--- config.mk ---
export PLATFORM = sky130hd
export DESIGN_NAME = ama_pipe_adder
export DESIGN_NICKNAME = d
export VERILOG_FILES = /design/src/rtl/ama_pipe_adder.sv
export SDC_FILE = /design/constraint.sdc
export NUM_CORES = 1
export LEC_CHECK = 0
export CAP_MARGIN = 0
export CORE_ASPECT_RATIO = 1.2
export CORE_MARGIN = 3
export CORE_UTILIZATION = 48
export CTS_BUF_LIST = sky130_fd_sc_hd__clkbuf_2 sky130_fd_sc_hd__clkbuf_4 sky130_fd_sc_hd__clkbuf_8
export DETAILED_ROUTE_END_ITERATION = 7
export PLACE_DENSITY_LB_ADDON = 0.2
export SETUP_SLACK_MARGIN = 0.15
export SLEW_MARGIN = 20
export SYNTH_ARGS = -nofsm -noshare
export SYNTH_HDL_FRONTEND = slang
export SYNTH_SLANG_ARGS = --single-unit
export TNS_END_PERCENT = 50
--- constraint.sdc ---
create_clock -name clk -period 15.6 [get_ports clk]
set_clock_uncertainty 0.05 [all_clocks]
set_input_delay 3.12 -clock clk [delete_from_list [all_inputs] [get_ports clk]]
set_output_delay 3.12 -clock clk [all_outputs]
set_load 0.01 [all_outputs]
--- src/rtl/ama_pipe_adder.sv ---
// rtl/ama_pipe_adder.sv - pipelined approximate mirror adder (type 4 LSB cells)
// with valid/ready streaming, per-beat error magnitude and saturating error counter.
module ama_pipe_adder #(
  parameter int WIDTH     = 24,
  parameter int APPR_BITS = 6,
  parameter int STAGES    = 2,
  parameter int CNT_W     = 16
) (
  input  logic             clk,
  input  logic             rst_n,
  input  logic             in_valid,
  output logic             in_ready,
  input  logic [WIDTH-1:0] a,
  input  logic [WIDTH-1:0] b,
  input  logic             cin,
  input  logic             appr_en,
  output logic             out_valid,
  input  logic             out_ready,
  output logic [WIDTH-1:0] s,
  output logic             cout,
  output logic [WIDTH:0]   err_mag,
  output logic [CNT_W-1:0] err_cnt,
  input  logic             err_clr
);

  localparam int DW = 2 * WIDTH + 2;

  logic [WIDTH:0]  exact_sum;
  logic [WIDTH:0]  appr_sum;
  logic [WIDTH:0]  diff;
  logic            carry;
  logic [DW-1:0]   beat;
  logic [STAGES-1:0] vld;
  logic [DW-1:0]   data [STAGES];

  // The whole sum and its error are formed before the first slice; later slices only delay.
  always_comb begin
    exact_sum = {1'b0, a} + {1'b0, b} + {{WIDTH{1'b0}}, cin};
    appr_sum  = '0;
    carry     = cin;
    for (int i = 0; i < WIDTH; i++) begin
      if (appr_en && (i < APPR_BITS)) begin
        appr_sum[i] = a[i] ? carry : b[i];
        carry       = a[i];
      end else begin
        appr_sum[i] = a[i] ^ b[i] ^ carry;
        carry       = (a[i] & b[i]) | (carry & (a[i] ^ b[i]));
      end
    end
    appr_sum[WIDTH] = carry;
    diff = (exact_sum >= appr_sum) ? (exact_sum - appr_sum) : (appr_sum - exact_sum);
  end

  assign beat      = {appr_sum[WIDTH-1:0], appr_sum[WIDTH], diff};
  assign out_valid = vld[STAGES-1];
  assign in_ready  = ~out_valid | out_ready;
  assign s         = data[STAGES-1][DW-1 -: WIDTH];
  assign cout      = data[STAGES-1][WIDTH+1];
  assign err_mag   = data[STAGES-1][WIDTH:0];

  // Payload registers only load on a valid slot so bubbles leave the last result visible.
  always_ff @(posedge clk) begin
    if (!rst_n) begin
      vld <= '0;
      for (int i = 0; i < STAGES; i++) data[i] <= '0;
    end else if (in_ready) begin
      vld[0] <= in_valid;
      if (in_valid) data[0] <= beat;
      for (int i = 1; i < STAGES; i++) begin
        vld[i] <= vld[i-1];
        if (vld[i-1]) data[i] <= data[i-1];
      end
    end
  end

  always_ff @(posedge clk) begin
    if (!rst_n || err_clr) begin
      err_cnt <= '0;
    end else if (out_valid && out_ready && (err_mag != '0) && (err_cnt != '1)) begin
      err_cnt <= err_cnt + CNT_W'(1);
    end
  end

endmodule
==> reports/metrics.yaml, run 1 <==
grt:
  grt_usage_pct: 19.2
  grt_max_degree: 52
  grt_antenna_before_repair: 0
  grt_pass1_wl_mm: 33.9
  grt_pass1_vias: 6810
  grt-ovfl-total: 0
critical_path:
  crit_family: "adder cells"
  cp_max_fo: 8
  cpMostUsedCell: "fa_2"
  cp.depth: 43
  crit_end: "data[0][23]"
  reg2reg_depth: 8
  cp-end-kind: "flip-flop"
  r2r_slack_ps: 13330
  crit_type: "in2reg"
  r2r-end: "err_cnt[13]"
  reg2reg_from: "data[0][53]"
  slowest_delay_ps: 540
  worstPathBufferInverterCount: 5
  worstPathRequired_ps: 15810
  cp.arrival_ps: 15260
  critPathLaunchType: "input port"
  slowest_stage: "or4_1"
  startpoint: "appr_en"
timing:
  finalCriticalPeriod_ps: 15050
  fin_ws_ps: 548
  setup_tns_ps: 0
  rsz0062_at_grt: "no"
  worst_pin_slew_ps: 840
  slew_viol_final: 0
  hold_viol: 0
  whs_ps: 453
  relSlewSlack_pct: 43.9
  fmax_mhz: 66.4
  setup_viol: 0
  fin_crit_sh_pct: 96.5
placed_design:
  port-buffer-count: 122
  pre_cts_slack_ps: -673
  dpl.hpwl_mm: 15.9
  routabilityCongestion: 0.920
yosys:
  synth_ff_type: "edfxtp_1"
  synth_cells: 978
  yosysSeqAreaShare_pct: 36.1
  syn_area_per_cell_um2: 9.54
  synth-edff-count: 100
  synthDistinctLibCells: 58
  yosys_warnings: 0
  syn_nets: 1133
  syn_area_um2: 9330
  synth_seq_cells: 118
  synthArstFlopShare_pct: 0
clocking:
  cts.sinks: 118
  htreeDepth: 4
  cts.clk_slew.worst_paths_ps: 70
  cts_tree: "built"
  cts_buffer_depth: 2
  clock_latency_ps: 410
  clock-root-buffer: "clkbuf_8"
  cts_made_buffers: 17
floorplanning:
  die_area_um2: 21200
  fp.dieH_um: 159
  core.rowCount: 55
  io_pins: 123
  start_util_pct: 49.1
  dieWidth_um: 133
  core_um2: 19000
routing:
  wl_met3_um: 809
  drt_iter0_markers: 457
  vias: 7042
  met1_length_mm: 9.84
  avgViaCountPerCell: 5.28
  dr.pass1.iters: 5
  maxUsedRoutingLayer: "met4"
  drc: 0
  wire_per_inst_um: 15.5
  final_antenna_net_count: 0
  wl_met2_mm: 9.72
  drt-total-wl_mm: 20.7
layout:
  nNetsFinal: 1220
  fillCellCount: 1720
  n_antenna_cell: 0
  synthToLayoutAreaGrowth_pct: 19.6
  drive_above_1_share_pct: 11.3
flow_run:
  max_cap_viol_count: 0
run_status:
  outcome: "completed"
min_path:
  hold_depth: 2
  hp-class: "reg2reg"
power_and_ir_drop:
  power_density_nw_per_um2: 121
  leakage_uw: 0.00488
  irDropWorstVdd_v: 0.0000569
==> cell usage in the layout (no fill, tap or decap), types with 6 or more instances in the layout <==
master and instances:
a21oi_1 48, buf_4 27, a21o_1 49, clkdlybuf4s50_1 119, fa_2 24, a221oi_1 6, or3_1 7, and3_1 9
and2_1 51, clkbuf_8 17, xnor2_1 26, mux2_2 6, o21ai_0 26, ha_1 71, nand2_1 44, nand4_1 14
mux2i_1 18, o2111ai_1 6, edfxtp_1 100, xor2_1 32, o21ai_1 7, nand3_1 22, nor2b_1 11, nor3_1 15
dfxtp_1 18, nor2_1 90, inv_1 93, a31oi_1 7, o21a_1 10, o211ai_1 10
==> worst min-delay path by stage <==
stage	end	startpoint	slack, ps
final	vld[0]	vld[0]	450
after global routing	data[0][84]	data[0][34]	470
after CTS	vld[0]	vld[0]	450
after detailed placement	vld[0]	vld[0]	440
after global placement	vld[0]	vld[0]	430
after floorplan	vld[0]	vld[0]	420
==> worst register-to-register path: stages, from the launching register on <==
cell,delay (ps)
edfxtp_1,400
nor4_1,340
nand4_1,200
o211ai_1,340
nor2_1,190
and3_1,270
nor2b_1,160
xnor2_1,130
nor2_1,50
==> per-layer routing <==
layer  track usage, %  vias up
met5                0        -
met4             5.47        0
met3             2.60       24
met2             31.1      181
met1             27.1     3323
li1                 -     3514
==> report_power, final <==
group / switching [µW] / internal, µW / leakage [µW]
Clock: 119 / 177 / 0.000208
Sequential: 11.9 / 393 / 0.00122
Combinational: 365 / 289 / 0.00345
==> kinds of logic (layout without fill, tap and decap cells) <==
group	Yosys count	count (layout)	share of synthesized area [%]
AND/OR/NAND/NOR	292	292	15.7
AO/OA/AOI/OAI	198	198	14.2
buffers and inverters	181	281	9.56
flip-flops	118	118	36.1
adder cells (fa/ha/maj)	100	100	15.6
XOR/XNOR	58	58	5.45
multiplexers	31	31	3.46
==> metrics by stage <==
step                power [µW]  cell area, µm²  utilization (%)  instances
detailed placement        1040           10600             55.6       1301
global route              1440           11200             58.7       1334
floorplan                  862            9330                -        978
finish                    1350           11200             58.7       1334
CTS                       1340           11000             58.1       1333
global placement          1040           10600             55.6       1301
==> sequential cells by signal (all words and copies together), names as in the netlist <==
register  cells
data        100
vld           2
err_cnt      16
==> synth_stat cells (all sizes together) (9+ instances only) <==
cell type  instances  share of area (%)
a21o              49                3.9
a21oi             48                2.6
and2              51                3.4
and3               9               0.60
buf               66                4.9
clkbuf            17               0.68
dfxtp             18                3.9
edfxtp           100                 32
fa                27                5.8
ha                73                9.8
inv               98                3.9
mux2              10                1.2
mux2i             21                2.3
nand2             47                1.9
nand3             22                1.2
nand4             14               0.94
nor2              91                3.7
nor2b             11               0.74
nor3              15               0.80
o211ai            10               0.80
o21a              10               0.80
o21ai             34                1.8
xnor2             26                2.4
xor2              32                3.0
==> repair_timing <==
action                                  4_1_cts  5_1_grt
pin swaps                                     1       21
cloned                                        0        0
endpoints found under the hold margin         0        0
endpoints found under the setup margin       24       24
hold buffers                                  0        0
resized for setup                            10       39
setup buffers                                 0        1
==> layout make-up <==
type / count / area [µm²] / area share [%]
flip-flops and latches: 118 / 3360 / 30.1
well taps: 256 / 320 / 2.87
repair buffers: 151 / 1450 / 13.0
clock inverters: 13 / 181 / 1.63
clock buffers: 19 / 249 / 2.23
inverters: 98 / 368 / 3.30
multi-input cells: 679 / 5220 / 46.8
Note: power is estimated with default switching activity, not from simulation.
==> run 2, diff against run 1 <==
clock period = 12.7 ns   (was 15.6 ns; I/O delays follow)
==> run 2 against run 1 <==
The run now ends with negative setup slack left. Critical path depth grew 5. Combinational power grew 42%. Sequential power grew 23%. Global-route usage grew 0.22 points. Clock power grew 5%. Routed wire length grew 0.45%. Die area is the same. Flip-flop and latch count is the same. Largest cell class unchanged. Largest power group unchanged.
==> reports/metrics.yaml, run 2 (synthesis gave the netlist of run 1 again) <==
critical_path:
  worstPathBufferInverterCount: 8  # was 5
  crit_family: "adder cells"  # unchanged
  startpoint: "cin"  # was appr_en
  critPathLaunchType: "input port"  # unchanged
  cp_max_fo: 8  # unchanged
  crit_type: "in2reg"  # unchanged
  cp-end-kind: "flip-flop"  # unchanged
  cpMostUsedCell: "fa_2"  # unchanged
  cp.arrival_ps: 13950  # was 15260 ps
  reg2reg_from: "data[0][53]"  # unchanged
  worstPathRequired_ps: 12800  # was 15810 ps
  slowest_stage: "fa_2"  # was or4_1
  slowest_delay_ps: 460  # was 540 ps
clocking:
  htreeDepth: 4  # unchanged
  clock_latency_ps: 410  # about the same
  ctsHoldBuffers: 0  # unchanged
  cts.sinks: 118  # unchanged
  cts_tree: "built"  # unchanged
  cts.clk_slew.worst_paths_ps: 60  # was 70 ps
  cts_made_buffers: 17  # unchanged
  cts_buffer_depth: 2  # unchanged
  clock-root-buffer: "clkbuf_8"  # unchanged
routing:
  dr.pass1.iters: 5  # unchanged
  drc: 0  # unchanged
  avgViaCountPerCell: 5.20  # was 5.28
  vias: 7227  # was 7042
  drt_iter0_markers: 416  # was 457
  final_antenna_net_count: 0  # unchanged
  wire_per_inst_um: 15.0  # was 15.5 µm
  drt-total-wl_mm: 20.8  # was 20.7 mm
floorplanning:
  io_pins: 123  # unchanged
  fp.dieH_um: 159  # unchanged
  core_um2: 19000  # unchanged
  core.rowCount: 55  # unchanged
  die_area_um2: 21200  # unchanged
  start_util_pct: 49.1  # unchanged
  dieWidth_um: 133  # unchanged
layout:
  stdcell_count: 1391  # was 1334
  fin_util_pct: 61.6  # was 58.7%
  multi_input_area_um2: 5360  # was 5220 µm²
  reg_top3: "data x100, err_cnt x16, vld x2"  # unchanged
  largest_register: "data"  # unchanged
  drive_above_1_share_pct: 18.1  # was 11.3%
  largest_register_ffs: 100  # unchanged
  layout_common_cells: "clkdlybuf4s50_1 (118), edfxtp_1 (100), inv_1 (91)"  # was clkdlybuf4s50_1 (119), edfxtp_1 (100), inv_1 (93)
  fillCellCount: 1696  # was 1720
  regArea_um2: 3360  # unchanged
  synthToLayoutAreaGrowth_pct: 25.4  # was 19.6%
  nNetsFinal: 1277  # was 1220
  n_antenna_cell: 0  # unchanged
  final_common_cell: "clkdlybuf4s50_1"  # unchanged
power_and_ir_drop:
  finalPower_uw: 1740  # was 1350 µW
  pwr-share-comb_pct: 53.5  # was 48.3%
  p_switching_uw: 638  # was 496 µW
  internal_power_uw: 1100  # was 858 µW
  power_density_nw_per_um2: 149  # was 121 nW/µm²
  irDropWorstVdd_v: 0.0000671  # was 0.0000569 V
  clkPwrFrac_pct: 17.9  # was 21.8%
  switching_share_pct: 36.7  # was 36.6%
  pwr-share-seq_pct: 28.6  # was 29.9%
  leakage_uw: 0.00515  # was 0.00488 µW
placed_design:
  port-buffer-count: 122  # unchanged
  dpl.hpwl_mm: 16.4  # was 15.9 mm
  dp.cells: 1347  # was 1301
  routabilityCongestion: 0.910  # was 0.920
timing:
  fin_ws_ps: -1160  # was 548 ps
  whs_ps: 461  # was 453 ps
  slew_viol_final: 0  # unchanged
  relSlewSlack_pct: 51.2  # was 43.9%
  worst_pin_slew_ps: 724  # was 840 ps
  fin_crit_sh_pct: 109
  setup_viol: 24  # was 0
  hold_viol: 0  # unchanged
  finalCriticalPeriod_ps: 13860
  rsz0062_at_grt: "yes"  # was no
  fmax_mhz: 72.2
  setup_tns_ps: -25090  # was 0 ps
grt:
  grt-ovfl-total: 0  # unchanged
  grt_pass1_vias: 6965  # was 6810
  grt_max_degree: 52  # unchanged
  grt.busiest_layer: "met2"  # unchanged
  gr-usage-met1_pct: 27.7  # was 27.1%
  grt.met2_usage_pct: 31.4  # was 31.1%
  grt_pass1_wl_mm: 34.3  # was 33.9 mm
  grt_usage_pct: 19.5  # was 19.2%
  grtUsageMet3_pct: 2.60  # unchanged
  grt_antenna_before_repair: 0  # unchanged
run_status:
  outcome: "finished, violations left"  # was completed
  failed_checks: "negative setup slack"
min_path:
  holdCritStartpoint: "data[0][46]"  # was vld[0]
  hp-class: "reg2reg"  # unchanged
flow_run:
  max_cap_viol_count: 0  # unchanged
==> run 2: cell count changes in the layout (fill, tap and decap cells not counted), sizes merged <==
cell           change
bufinv             -2
buf               +60
dlymetal6s2s       -3
clkbuf             +1
clkinv             +1
clkdlybuf4s50      -1
dlygate4sd2        +1
==> run 2: worst paths after layout <==
| kind | to | slack, ps | depth (start not counted) |
|---|---|---|---|
| worst min-delay path | data[0][96] | 460 | 1 |
| worst max-delay path | data[0][4] | -1160 | 48 |
| worst max register to register | err_cnt[13] | 10370 | 8 |
| worst min register to register | data[0][96] | 460 | 1 |
==> run 2: routing by layer <==
metal / part of all wire (%) / up-vias
li1: - / 3639
met4: 1.8 / 0
met1: 47 / 3355
met3: 4.5 / 33
met5: 0 / -
met2: 46 / 200
==> run 2: layout make-up <==
| type | count | area share (%) |
|---|---|---|
| clock buffer | 20 | 2.19 |
| clock inverter | 12 | 0.952 |
| inverter | 98 | 3.16 |
| multi-input combinational | 679 | 45.8 |
| sequential | 118 | 28.7 |
| tap | 256 | 2.74 |
| timing repair buffer | 208 | 16.4 |
==> run 2: power by group through the flow <==
stage | combinational, µW | clock (µW) | sequential [µW]
floorplan | 588 | 0 | 499
detailed placement | 846 | 0 | 506
global placement | 844 | 0 | 506
finish | 931 | 312 | 497
CTS | 867 | 320 | 498
global route | 1020 | 337 | 502
==> run 2: through the flow <==
| step | setup WS (ps) | cell area [µm²] |
|---|---|---|
| finish | -1160 | 11700 |
| CTS | -1140 | 11500 |
| floorplan | -1380 | 9480 |
| detailed placement | -2220 | 11000 |
| global route | -1490 | 11700 |
| global placement | -2100 | 11000 |
==> run 2: timing repair <==
action | 4_1_cts | 5_1_grt
pin swaps | 8 | 14
buffers inserted | 3 | 9
setup endpoints to repair | 25 | 24
gates resized for setup | 33 | 25
==> run 3, diff against run 2 <==
CTS_CLUSTER_SIZE = 16   (was not set)
==> results of run 3 <==
The final DEF is identical to that of run 2; final timing and power are the same.
